**config.mk**
```make
export PLATFORM = sky130hd
export DESIGN_NAME = pulse_gen_multi_core_flat
export DESIGN_NICKNAME = d
export VERILOG_FILES = /design/src/rtl/pulse_gen_multi_core_if.sv /design/src/rtl/pulse_gen_multi_core.sv /design/src/flat_wrapper.sv
export SDC_FILE = /design/constraint.sdc
export NUM_CORES = 2
export LEC_CHECK = 0
export ABC_AREA = 1
export CAP_MARGIN = 20
export CORE_AREA = 2 2 275 386
export CTS_CLUSTER_DIAMETER = 80
export DETAILED_ROUTE_END_ITERATION = 12
export DIE_AREA = 0 0 277 388
export HOLD_SLACK_MARGIN = 0.08
export PLACE_DENSITY = 0.78
export SLEW_MARGIN = 20
export SYNTH_ARGS = -nofsm -noshare
export SYNTH_HDL_FRONTEND = slang
export SYNTH_SLANG_ARGS = --single-unit
export TNS_END_PERCENT = 50
```
**constraint.sdc**
```tcl
create_clock -name BUS_CLK -period 9.2 [get_ports BUS_CLK]
set_input_delay 1.38 -clock BUS_CLK [delete_from_list [all_inputs] [get_ports BUS_CLK]]
set_output_delay 1.38 -clock BUS_CLK [all_outputs]
set_load 0.01 [all_outputs]
```
**src/rtl/pulse_gen_multi_core_if.sv**
```systemverilog
// Register bus of pulse_gen_multi_core: address, write data, strobes and registered read data.
interface pulse_gen_multi_core_if #(
  parameter int ABUSWIDTH = 16
);
  logic [ABUSWIDTH-1:0] BUS_ADD;
  logic [7:0]           BUS_DATA_IN;
  logic                 BUS_RD;
  logic                 BUS_WR;
  logic [7:0]           BUS_DATA_OUT;

  modport master (output BUS_ADD, BUS_DATA_IN, BUS_RD, BUS_WR, input BUS_DATA_OUT);
  modport slave  (input BUS_ADD, BUS_DATA_IN, BUS_RD, BUS_WR, output BUS_DATA_OUT);
endinterface

```
**src/rtl/pulse_gen_multi_core.sv**
```systemverilog
// Multi-channel pulse generator emitting per-channel SER_WIDTH-bit words for an external serializer.
// Define PULSE_GEN_MULTI_EXT_TRIG_EN to enable synchronized per-channel EXT_START triggers.
module pulse_gen_multi_core #(
  parameter int         ABUSWIDTH = 16,
  parameter int         NCH       = 4,
  parameter int         SER_WIDTH = 8,
  parameter logic [7:0] VERSION   = 8'd2
) (
  input  logic                     BUS_CLK,
  input  logic                     BUS_RST_N,
  pulse_gen_multi_core_if.slave    bus,
  input  logic [NCH-1:0]           EXT_START,
  output logic [NCH*SER_WIDTH-1:0] PULSE_WORD,
  output logic [NCH-1:0]           PULSE_REF,
  output logic [NCH-1:0]           DONE
);

  typedef enum logic {CH_IDLE, CH_RUN} chState_e;

  logic                 inv_q    [NCH], inv_d    [NCH];
  logic [31:0]          delay_q  [NCH], delay_d  [NCH];
  logic [31:0]          width_q  [NCH], width_d  [NCH];
  logic [31:0]          period_q [NCH], period_d [NCH];
  logic [15:0]          repeat_q [NCH], repeat_d [NCH];
  logic [15:0]          phase_q  [NCH], phase_d  [NCH];
  logic [31:0]          cnt_q    [NCH], cnt_d    [NCH];
  logic [15:0]          rcnt_q   [NCH], rcnt_d   [NCH];
  chState_e             state_q  [NCH], state_d  [NCH];
  logic [SER_WIDTH-1:0] word_q   [NCH], word_d   [NCH];
  logic [NCH-1:0]       ref_q, ref_d;
  logic [7:0]           dataOut_q, dataOut_d;

  logic [31:0]          effPeriod [NCH];
  logic [SER_WIDTH-1:0] rawWord   [NCH];
  logic [NCH-1:0]       rawRef, extTrig, extEnRd, doneVec, chanWr, chanRd;
  logic [NCH-1:0]       startMask, stopMask;
  logic                 softRst;
  logic [4:0]           regOff;
  logic [ABUSWIDTH-6:0] chanIdx;

  assign softRst   = bus.BUS_WR && (bus.BUS_ADD == '0);
  assign startMask = (bus.BUS_WR && bus.BUS_ADD == ABUSWIDTH'(1)) ? bus.BUS_DATA_IN[NCH-1:0] : '0;
  assign stopMask  = (bus.BUS_WR && bus.BUS_ADD == ABUSWIDTH'(2)) ? bus.BUS_DATA_IN[NCH-1:0] : '0;
  assign regOff    = bus.BUS_ADD[4:0];
  assign chanIdx   = bus.BUS_ADD[ABUSWIDTH-1:5];
  assign bus.BUS_DATA_OUT = dataOut_q;
  assign DONE      = doneVec;
  assign PULSE_REF = ref_q;

  // The burst length covers the whole pulse even when PERIOD is shorter; the sum saturates at 2^32-1.
  for (genvar g = 0; g < NCH; g++) begin : gChan
    logic [32:0] dwSum;
    logic [31:0] dwSat;
    logic        inPulse;
    assign dwSum   = {1'b0, delay_q[g]} + {1'b0, width_q[g]};
    assign dwSat   = dwSum[32] ? '1 : dwSum[31:0];
    assign inPulse = (delay_q[g] != '0) && (width_q[g] != '0) && ({1'b0, cnt_q[g]} < dwSum);
    assign effPeriod[g] = (period_q[g] > dwSat) ? period_q[g] : dwSat;
    assign rawRef[g]    = inPulse && (cnt_q[g] >= delay_q[g]);
    assign rawWord[g]   = !inPulse                   ? '0 :
                          (cnt_q[g] == delay_q[g])   ? phase_q[g][SER_WIDTH-1:0] :
                          (cnt_q[g] >  delay_q[g])   ? '1 : '0;
    assign chanWr[g]  = bus.BUS_WR && (chanIdx == (ABUSWIDTH-5)'(g + 1));
    assign chanRd[g]  = bus.BUS_RD && (chanIdx == (ABUSWIDTH-5)'(g + 1));
    assign doneVec[g] = (state_q[g] == CH_IDLE);
    assign PULSE_WORD[g*SER_WIDTH +: SER_WIDTH] = word_q[g];
  end

`ifdef PULSE_GEN_MULTI_EXT_TRIG_EN
  logic       extEn_q   [NCH], extEn_d   [NCH];
  logic [2:0] extSync_q [NCH], extSync_d [NCH];

  // Two flops synchronize, the third holds the previous level for rising-edge detection.
  for (genvar g = 0; g < NCH; g++) begin : gExt
    assign extTrig[g] = extEn_q[g] && extSync_q[g][1] && !extSync_q[g][2];
    assign extEnRd[g] = extEn_q[g];
  end

  always_comb begin
    extEn_d   = extEn_q;
    extSync_d = extSync_q;
    for (int i = 0; i < NCH; i++) begin
      extSync_d[i] = {extSync_q[i][1:0], EXT_START[i]};
      if (chanWr[i] && regOff == 5'd0) extEn_d[i] = bus.BUS_DATA_IN[0];
      if (softRst) begin
        extEn_d[i]   = 1'b0;
        extSync_d[i] = '0;
      end
    end
  end

  always_ff @(posedge BUS_CLK or negedge BUS_RST_N) begin
    if (!BUS_RST_N) begin
      for (int i = 0; i < NCH; i++) begin
        extEn_q[i]   <= 1'b0;
        extSync_q[i] <= '0;
      end
    end else begin
      extEn_q   <= extEn_d;
      extSync_q <= extSync_d;
    end
  end
`else
  logic unusedExtStart;
  assign unusedExtStart = ^EXT_START;
  assign extTrig = '0;
  assign extEnRd = '0;
`endif

  always_comb begin
    inv_d    = inv_q;
    delay_d  = delay_q;
    width_d  = width_q;
    period_d = period_q;
    repeat_d = repeat_q;
    phase_d  = phase_q;
    cnt_d    = cnt_q;
    rcnt_d   = rcnt_q;
    state_d  = state_q;
    word_d   = word_q;
    ref_d    = ref_q;
    dataOut_d = dataOut_q;
    if (bus.BUS_RD) begin
      dataOut_d = '0;
      if (bus.BUS_ADD == '0)                dataOut_d = VERSION;
      else if (bus.BUS_ADD == ABUSWIDTH'(1)) dataOut_d = 8'(doneVec);
    end
    for (int i = 0; i < NCH; i++) begin
      if (chanWr[i]) begin
        if (regOff == 5'd0)                         inv_d[i] = bus.BUS_DATA_IN[1];
        else if (regOff >= 5'd2  && regOff <= 5'd5)  delay_d[i][8*int'(regOff - 5'd2) +: 8]   = bus.BUS_DATA_IN;
        else if (regOff >= 5'd6  && regOff <= 5'd9)  width_d[i][8*int'(regOff - 5'd6) +: 8]   = bus.BUS_DATA_IN;
        else if (regOff >= 5'd10 && regOff <= 5'd13) period_d[i][8*int'(regOff - 5'd10) +: 8] = bus.BUS_DATA_IN;
        else if (regOff >= 5'd14 && regOff <= 5'd15) repeat_d[i][8*int'(regOff - 5'd14) +: 8] = bus.BUS_DATA_IN;
        else if (regOff >= 5'd16 && regOff <= 5'd17) phase_d[i][8*int'(regOff - 5'd16) +: 8]  = bus.BUS_DATA_IN;
      end
      if (chanRd[i]) begin
        if (regOff == 5'd0)                         dataOut_d = {6'd0, inv_q[i], extEnRd[i]};
        else if (regOff >= 5'd2  && regOff <= 5'd5)  dataOut_d = delay_q[i][8*int'(regOff - 5'd2) +: 8];
        else if (regOff >= 5'd6  && regOff <= 5'd9)  dataOut_d = width_q[i][8*int'(regOff - 5'd6) +: 8];
        else if (regOff >= 5'd10 && regOff <= 5'd13) dataOut_d = period_q[i][8*int'(regOff - 5'd10) +: 8];
        else if (regOff >= 5'd14 && regOff <= 5'd15) dataOut_d = repeat_q[i][8*int'(regOff - 5'd14) +: 8];
        else if (regOff >= 5'd16 && regOff <= 5'd17) dataOut_d = phase_q[i][8*int'(regOff - 5'd16) +: 8];
        else if (regOff >= 5'd18 && regOff <= 5'd21) dataOut_d = cnt_q[i][8*int'(regOff - 5'd18) +: 8];
      end

      // Outputs follow the counter one cycle later; the idle word is never inverted.
      word_d[i] = '0;
      ref_d[i]  = 1'b0;
      if (state_q[i] == CH_RUN) begin
        word_d[i] = inv_q[i] ? ~rawWord[i] : rawWord[i];
        ref_d[i]  = rawRef[i];
        if (cnt_q[i] >= effPeriod[i]) begin
          if (rcnt_q[i] == 16'd1) begin
            state_d[i] = CH_IDLE;
            cnt_d[i]   = '0;
          end else begin
            cnt_d[i] = 32'd1;
            if (rcnt_q[i] != '0) rcnt_d[i] = rcnt_q[i] - 16'd1;
          end
        end else begin
          cnt_d[i] = cnt_q[i] + 32'd1;
        end
      end
      if (startMask[i] || extTrig[i]) begin
        state_d[i] = CH_RUN;
        cnt_d[i]   = 32'd1;
        rcnt_d[i]  = repeat_q[i];
        word_d[i]  = '0;
        ref_d[i]   = 1'b0;
      end
      if (stopMask[i]) begin
        state_d[i] = CH_IDLE;
        cnt_d[i]   = '0;
        word_d[i]  = '0;
        ref_d[i]   = 1'b0;
      end
      if (softRst) begin
        inv_d[i]    = 1'b0;
        delay_d[i]  = '0;
        width_d[i]  = '0;
        period_d[i] = '0;
        repeat_d[i] = 16'd1;
        phase_d[i]  = '0;
        cnt_d[i]    = '0;
        rcnt_d[i]   = '0;
        state_d[i]  = CH_IDLE;
        word_d[i]   = '0;
        ref_d[i]    = 1'b0;
      end
    end
    if (softRst) dataOut_d = '0;
  end

  always_ff @(posedge BUS_CLK or negedge BUS_RST_N) begin
    if (!BUS_RST_N) begin
      for (int i = 0; i < NCH; i++) begin
        inv_q[i]    <= 1'b0;
        delay_q[i]  <= '0;
        width_q[i]  <= '0;
        period_q[i] <= '0;
        repeat_q[i] <= 16'd1;
        phase_q[i]  <= '0;
        cnt_q[i]    <= '0;
        rcnt_q[i]   <= '0;
        state_q[i]  <= CH_IDLE;
        word_q[i]   <= '0;
      end
      ref_q     <= '0;
      dataOut_q <= '0;
    end else begin
      inv_q     <= inv_d;
      delay_q   <= delay_d;
      width_q   <= width_d;
      period_q  <= period_d;
      repeat_q  <= repeat_d;
      phase_q   <= phase_d;
      cnt_q     <= cnt_d;
      rcnt_q    <= rcnt_d;
      state_q   <= state_d;
      word_q    <= word_d;
      ref_q     <= ref_d;
      dataOut_q <= dataOut_d;
    end
  end

endmodule

```
**src/flat_wrapper.sv**
```systemverilog
// flat-port wrapper written by rule: the top's interface ports become plain ports
module pulse_gen_multi_core_flat 
#(
  parameter int         ABUSWIDTH = 16,
  parameter int         NCH       = 4,
  parameter int         SER_WIDTH = 8,
  parameter logic [7:0] VERSION   = 8'd2
)
  (BUS_CLK, BUS_RST_N, EXT_START, PULSE_WORD, PULSE_REF, DONE, bus_BUS_ADD, bus_BUS_DATA_IN, bus_BUS_RD, bus_BUS_WR, bus_BUS_DATA_OUT);
  pulse_gen_multi_core_if #(.ABUSWIDTH(ABUSWIDTH)) bus_i ();
  input  logic BUS_CLK;
  input  logic BUS_RST_N;
  input  logic [NCH-1:0] EXT_START;
  output logic [NCH*SER_WIDTH-1:0] PULSE_WORD;
  output logic [NCH-1:0] PULSE_REF;
  output logic [NCH-1:0] DONE;
  input wire logic [$bits(bus_i.BUS_ADD)-1:0] bus_BUS_ADD;
  input wire logic [$bits(bus_i.BUS_DATA_IN)-1:0] bus_BUS_DATA_IN;
  input wire logic [$bits(bus_i.BUS_RD)-1:0] bus_BUS_RD;
  input wire logic [$bits(bus_i.BUS_WR)-1:0] bus_BUS_WR;
  output wire logic [$bits(bus_i.BUS_DATA_OUT)-1:0] bus_BUS_DATA_OUT;
  assign bus_i.BUS_ADD = bus_BUS_ADD;
  assign bus_i.BUS_DATA_IN = bus_BUS_DATA_IN;
  assign bus_i.BUS_RD = bus_BUS_RD;
  assign bus_i.BUS_WR = bus_BUS_WR;
  assign bus_BUS_DATA_OUT = bus_i.BUS_DATA_OUT;
  pulse_gen_multi_core #(.ABUSWIDTH(ABUSWIDTH), .NCH(NCH), .SER_WIDTH(SER_WIDTH), .VERSION(VERSION)) u_core (.BUS_CLK(BUS_CLK), .BUS_RST_N(BUS_RST_N), .bus(bus_i), .EXT_START(EXT_START), .PULSE_WORD(PULSE_WORD), .PULSE_REF(PULSE_REF), .DONE(DONE));
endmodule
```
---- Yosys cells after proc, flatten, opt, wreduce, memory -nomap -nowiden ----
Index checks and enable logic that the tools add are counted.
word-level totals
  bits of input ports ..................... 32
  output and inout port bits .............. 48
  memory bits (read-only) ................. 0
  latch bits .............................. 0
  bits in registers ....................... 756
  bits in writable memories ............... 0
  memories kept ........................... 0
  logic and storage cells ................. 574
operators by class
  bitwise logic cells ..................... 8
  equal/unequal tests ..................... 23
  reductions and logical operators ........ 97
  add/sub/neg operators ................... 23
  shift operators ......................... 34
  div/mod/pow operators ................... 0
  order comparisons ....................... 32
  multiply operators ...................... 0
  muxes and demuxes ....................... 315
operator list
  cell                                                   count
  two-way mux 32 bit                                     88
  two-way mux 16 bit                                     84
  two-way mux 8 bit                                      66
  indexed part select 32 x 32 -> 8 bit                   16
  bitwise mux 32 bit                                     12
  greater-or-equal comparator 32 bit                     8
  greater-than comparator 32 bit                         8
  nonzero test 32 bit                                    8
  indexed part select 16 x 32 -> 8 bit                   8
  negation 32 -> 33 bit                                  5
  adder 32 x 32 -> 33 bit                                4
  less-than comparator 32 x 33 -> 1 bit                  4
  adder 32 x 1 -> 32 bit, second input constant          4
  bitwise mux 16 bit                                     8
  equality test 32 bit                                   4
  variable shift 8 x 33 -> 32 bit, first input constant  3
  indexed part select 8 x 33 -> 32 bit                   3
  equality test 16 x 1 -> 1 bit, second input constant   5
  variable shift 8 x 33 -> 16 bit, first input constant  2
  indexed part select 8 x 33 -> 16 bit                   2
  nonzero test 16 bit                                    4
  subtractor 16 x 1 -> 16 bit, second input constant     4
  two-way mux 1 bit                                      53
  nonzero test 3 bit                                     12
  31 further kinds                                       117

---- Logic depth before layout (Yosys ltp) ----
  depth after elaboration ................. 37
  depth in mapped cells ................... 58
  depth with buffers taken out ............ 55

---- Worst setup path after synthesis ----
No wires, ideal clock.
  path kind ............................... reg-to-reg
  from .................................... register u_core.delay_q[66] in the netlist's numbering
  to ...................................... register u_core.rcnt_q[40] in the netlist's numbering
  data arrival time ....................... 7.210 ns
  path buffers ............................ 2
  setup slack ............................. 1.908 ns
  setup time .............................. 0.083 ns
  clock period less this slack ............ 7.292 ns
  data required time ...................... 9.117 ns
  cell stages (with the launch flop) ...... 44
  cell sequence ........................... dfrtp_1 > ha_1 > nand3_1 > and2_1 > o31ai_2 > nand2_1 > nand2_1 > a21oi_1 > inv_1 > a21oi_1 > or2_1 > a21boi_1 > or2_4 > a21oi_2 > o31ai_4 > a21oi_2 > o21ai_2 > nand2_1 > (+8 left out) > nand4_1 > o41ai_1 > clkbuf_1 > o21ai_0 > ha_1 > inv_1 > o31ai_1 > nand2_1 > o211ai_1 > nand2_1 > o2111ai_1 > a221oi_1 > nand2_1 > inv_1 > o41ai_1 > clkbuf_1 > o2111ai_1 > o21ai_0
on the way
  cells in the longest elaborated chain, start to end .. 7
RTL lines
  item                                  line                         text
  start, declared                       pulse_gen_multi_core.sv:21   logic [31:0] delay_q [NCH], delay_d [NCH];
  start signal, assigned                pulse_gen_multi_core.sv:213  delay_q <= delay_d;
  adder 32 x 32 -> 33 bit *             pulse_gen_multi_core.sv:55   assign dwSum = {1'b0, delay_q[g]} + {1'b0, width_q[g]};
  two-way mux 32 bit *                  pulse_gen_multi_core.sv:56   assign dwSat = dwSum[32] ? '1 : dwSum[31:0];
  greater-than comparator 32 bit        pulse_gen_multi_core.sv:58   assign effPeriod[g] = (period_q[g] > dwSat) ? period_q[g] : dwSat;
  two-way mux 32 bit *                  pulse_gen_multi_core.sv:58
  greater-or-equal comparator 32 bit *  pulse_gen_multi_core.sv:153  if (cnt_q[i] >= effPeriod[i]) begin
  nonzero test 3 bit (no line) *        n/a
  AND reduction 4 bit (no line) *       n/a
  end signal, assigned                  pulse_gen_multi_core.sv:219  rcnt_q <= rcnt_d;
  end, declared                         pulse_gen_multi_core.sv:27   logic [15:0] rcnt_q [NCH], rcnt_d [NCH];
Every way passes the cells marked *; elsewhere a longest branch is shown, timed or not.
A chain may end at the register's enable or synchronous reset.

---- Worst setup path in the final report ----
  from .................................... register u_core.width_q[64] in the netlist's numbering
  to ...................................... register u_core.rcnt_q[41] in the netlist's numbering
on the way
  cells in the longest elaborated chain, start to end .. 7
RTL lines
  item                                  line                         text
  start, declared                       pulse_gen_multi_core.sv:22   logic [31:0] width_q [NCH], width_d [NCH];
  start signal, assigned                pulse_gen_multi_core.sv:214  width_q <= width_d;
  adder 32 x 32 -> 33 bit *             pulse_gen_multi_core.sv:55
  two-way mux 32 bit *                  pulse_gen_multi_core.sv:56
  greater-than comparator 32 bit        pulse_gen_multi_core.sv:58
  two-way mux 32 bit *                  pulse_gen_multi_core.sv:58
  greater-or-equal comparator 32 bit *  pulse_gen_multi_core.sv:153
  nonzero test 3 bit (no line) *        n/a
  AND reduction 4 bit (no line) *       n/a
Marks and branches as above.

==> metrics.md <==
| Metric | Value |
|---|---|
| Clk slew on worst S/H paths | 60 ps |
| Final setup viols | 0 |
| Initial antenna violation count | 58 |
| Fmax | 116 MHz |
| Vias per Instance | 6.66 |
| Setup crit end | u_core.rcnt_q[41] |
| Vias | 66700 |
| Gp weighted congestion | 1.12 |
| Max Root-Sink Buffers | 3 |
| Fin Clk Skew | 38.7 ps |
| Std-Cell Rows | 140 |
| Cts hold-fix bufs | 0 |
| H-tree Lvls | 3 |
| Levels on crit path | 49 |
| Synthesized cell area | 61900 um^2 |
| Port buffer count | 75 |
| CP Data Required Time | 9830 ps |
| Peak supply drop | 0.171 mV |
| Post-synthesis xor/xnor area fraction | 0.0257 |
| Lkg Pwr | 31.6 nW |
| Syn avg cell area | 7.21 um^2 |
| Clock Root Buffer | clkbuf_16 |
| Net Count, Synth | 9317 |
| Min cycle time layout | 8610 ps |
| CORE AREA | 104000 um^2 |
| Number of synthesized flops with an enable pin | 0 |
| WP data arrival | 9240 ps |
| Hold Fails Final Rpt | 0 |
| Mux share of post-synthesis cell area | 0.000182 |
| Final slew viol count | 0 |
| Largest net degree at the start of global routing | 178 |
| Share of flip-flops with an asynchronous set or reset | 1.00 |
| CP dominant cell by count | nand2_1 |
| Worst-Skew Late Latency | 730 ps |
| Post-synthesis sequential area ratio | 0.306 |
| Starting DRT DRC Count | 9219 |
| IO Count | 80 |
| End of the worst register-to-register path | u_core.rcnt_q[41] |
| Total GRT Usage | 0.515 |
| DR pass1 iterations | 10 |
| Largest area contributor in the netlist | dfrtp_1 |
| CP Capture Type | flip-flop |
| First-pass GRT wire length | 405 mm |
| Max Cap Viol | 0 |
| Launch point of the worst reg-to-reg path | u_core.width_q[64] |
| Routed WL per cell | 28.3 um |
| Die Area | 107000 um^2 |
| Area Growth Syn to Fin | 7.29% |
| Top post-synthesis cells by area | dfrtp_1 (30%), ha_1 (14%), nand2_1 (12%) |
| Die H | 388 um |
| Drt total wl | 283 mm |
| Distinct cells, synth | 82 |
| # DRC | 0 |
| Crit Path Max Fanout | 36 |
| Hold WC Path Type | reg2reg |
| TritonCTS clock tree | done |
| Tcrit/Tclk final | 0.936 |
| Share of the synthesized area in the top cell type | 0.304 |
| Starting density of the core | 0.597 |
| Chip width | 277 um |
| Cells after DPL | 9787 |
| Measured slew at the worst slew-check pin | 1250 ps |
| Yosys Warn Count | 0 |
| Slowest stage cell, crit path | dfrtp_1 |
| Pwr dens | 120 nW/um^2 |
| Crit Path Class | reg2reg |
| Max incr delay on CP | 440 ps |
| Commonest non-fill, non-tap cell in the layout | nand2_1 |
| Post-Syn Instances | 8592 |
| Register-to-register setup slack | 590 ps |
| Status | complete, no violations |
| Synth Area in Compound Gates | 0.223 |
| Synthesized-area fraction occupied by and/or/nand/nor cells | 0.220 |
| Worst path bufs/invs | 6 |
| Delay-heaviest family, CP | simple AND/OR/NAND/NOR gates |
| #FFs+latches synth | 756 |
| Slew margin rel. | 0.163 |
| CTS Buf Count | 82 |
| Post-route ant nets | 0 |
| Hold depth | 2 |
| Share of cells above drive strength 1 | 0.0485 |
| Post-Layout Cell Count | 10000 |
| Synth Area in Adders | 0.141 |
| GRT overflow | 0 |
| Setup TNS | 0 ps |
| Vias in the first global route | 60800 |
| Primary FF master, synth | dfrtp_1 |
| # nets final | 9247 |
| Largest family of logic cells by synthesized area | compound AO/OA/AOI/OAI gates |
| Nature of the critical path startpoint | flip-flop |
| DP HPWL | 212 mm |
| RSZ-0062 raised after global routing | no |
| Commonest cells after routing, fill and taps aside | nand2_1 (1970), o21ai_0 (1154), inv_1 (916) |
| CP Launch Point | u_core.width_q[64] |
| Clock sinks | 756 |
| FF-to-FF path depth | 49 |
==> metrics by stage <==
step,utilization,worst slack [ps],hold slack [ps],area (um^2),power (W)
after floorplan,-,1910,448,61900,0.00402
after global placement,0.611,647,462,63300,0.00435
after detailed placement,0.611,495,470,63300,0.00437
after CTS,0.638,383,485,66200,0.00789
after global routing,0.639,9.78,504,66300,0.00814
final,0.641,589,490,66400,0.00798
==> cells in the mapped netlist (all sizes together) (2+ instances only) <==
library cell / number
nand2: 2001
o21ai: 1201
inv: 931
a21oi: 754
dfrtp: 752
ha: 689
nor2: 621
nand3: 208
clkbuf: 188
xor2: 152
nand4: 148
o22ai: 139
buf: 117
nor3: 114
nor4: 87
o211ai: 76
or2: 55
a31oi: 53
o2111ai: 34
o32ai: 33
a211oi: 30
xnor2: 30
o221ai: 26
a41oi: 23
o31ai: 18
o21bai: 15
o21a: 14
a21o: 7
a221oi: 7
and3: 6
clkinv: 6
o311ai: 6
a2111oi: 5
a21boi: 5
o41ai: 5
a32o: 4
dfstp: 4
fa: 4
a211o: 3
a31o: 3
and2: 3
a311oi: 2
nand3b: 2
or3: 2
==> worst register-to-register path, delay by kind of cell, from the launching register on <==
| kind | cells | cell delay (ps) |
|---|---|---|
| AO/OA/AOI/OAI | 17 | 2690 |
| adder cells (fa/ha/maj) | 4 | 1050 |
| buffers and inverters | 6 | 1620 |
| flip-flops | 1 | 440 |
| AND/OR/NAND/NOR | 22 | 2740 |
==> worst min-delay path by stage <==
stage,startpoint,endpoint,slack [ps]
2_1_floorplan,u_core.phase_q[11],u_core.phase_q[11],450
4_1_cts,u_core.phase_q[13],u_core.phase_q[13],490
3_3_place_gp,u_core.phase_q[44],u_core.phase_q[44],460
6_report,u_core.phase_q[23],u_core.phase_q[23],490
5_1_grt,u_core.phase_q[15],u_core.phase_q[15],500
3_5_place_dp,u_core.phase_q[13],u_core.phase_q[13],470
==> layer usage <==
metal / track usage / part of all wire / up-vias
met5: 0 / 0.0011 / -
met4: 0.506 / 0.12 / 36
met3: 0.194 / 0.14 / 1522
met2: 0.730 / 0.40 / 4935
met1: 0.589 / 0.34 / 30800
li1: - / - / 29400
==> flip-flops by register name (all words and copies together) (netlist names) <==
| signal | count |
|---|---|
| u_core.PULSE_REF | 4 |
| u_core.PULSE_WORD | 32 |
| u_core.bus.BUS_DATA_OUT | 8 |
| u_core.cnt_q | 128 |
| u_core.delay_q | 128 |
| u_core.inv_q | 4 |
| u_core.period_q | 128 |
| u_core.phase_q | 64 |
| u_core.rcnt_q | 64 |
| u_core.repeat_q | 64 |
| u_core.state_q | 4 |
| u_core.width_q | 128 |
==> area by class of cell <==
class | instances | area (um^2)
Fill cell | 9356 | 37300
Multi-Input combinational cell | 6593 | 37800
Antenna cell | 79 | 198
Clock buffer | 108 | 2290
Timing Repair Buffer | 152 | 1420
Clock inverter | 40 | 547
Sequential cell | 756 | 18900
Tap cell | 1349 | 1690
Inverter | 937 | 3540
==> cells by family after synthesis <==
| group | after synthesis |
|---|---|
| compound gates | 2467 |
| xor+xnor | 182 |
| fa+ha+maj | 693 |
| buf+inv | 1243 |
| flops | 756 |
| mux | 1 |
| simple gates | 3250 |
==> report_power, final <==
| part | leakage, nW | switching, W | internal, W |
|---|---|---|---|
| Combinational | 19.9 | 0.000711 | 0.000253 |
| Sequential | 10.3 | 0.0000340 | 0.00336 |
| Clock | 1.40 | 0.00157 | 0.00205 |
| Total | 31.6 | 0.00231 | 0.00567 |
==> what timing repair did <==
action / 4_1_cts / 5_1_grt
endpoints found under the setup margin: 0 / 134
gates resized for setup: 0 / 15
buffers inserted: 0 / 0
Note: power is estimated with default switching activity, not from simulation.
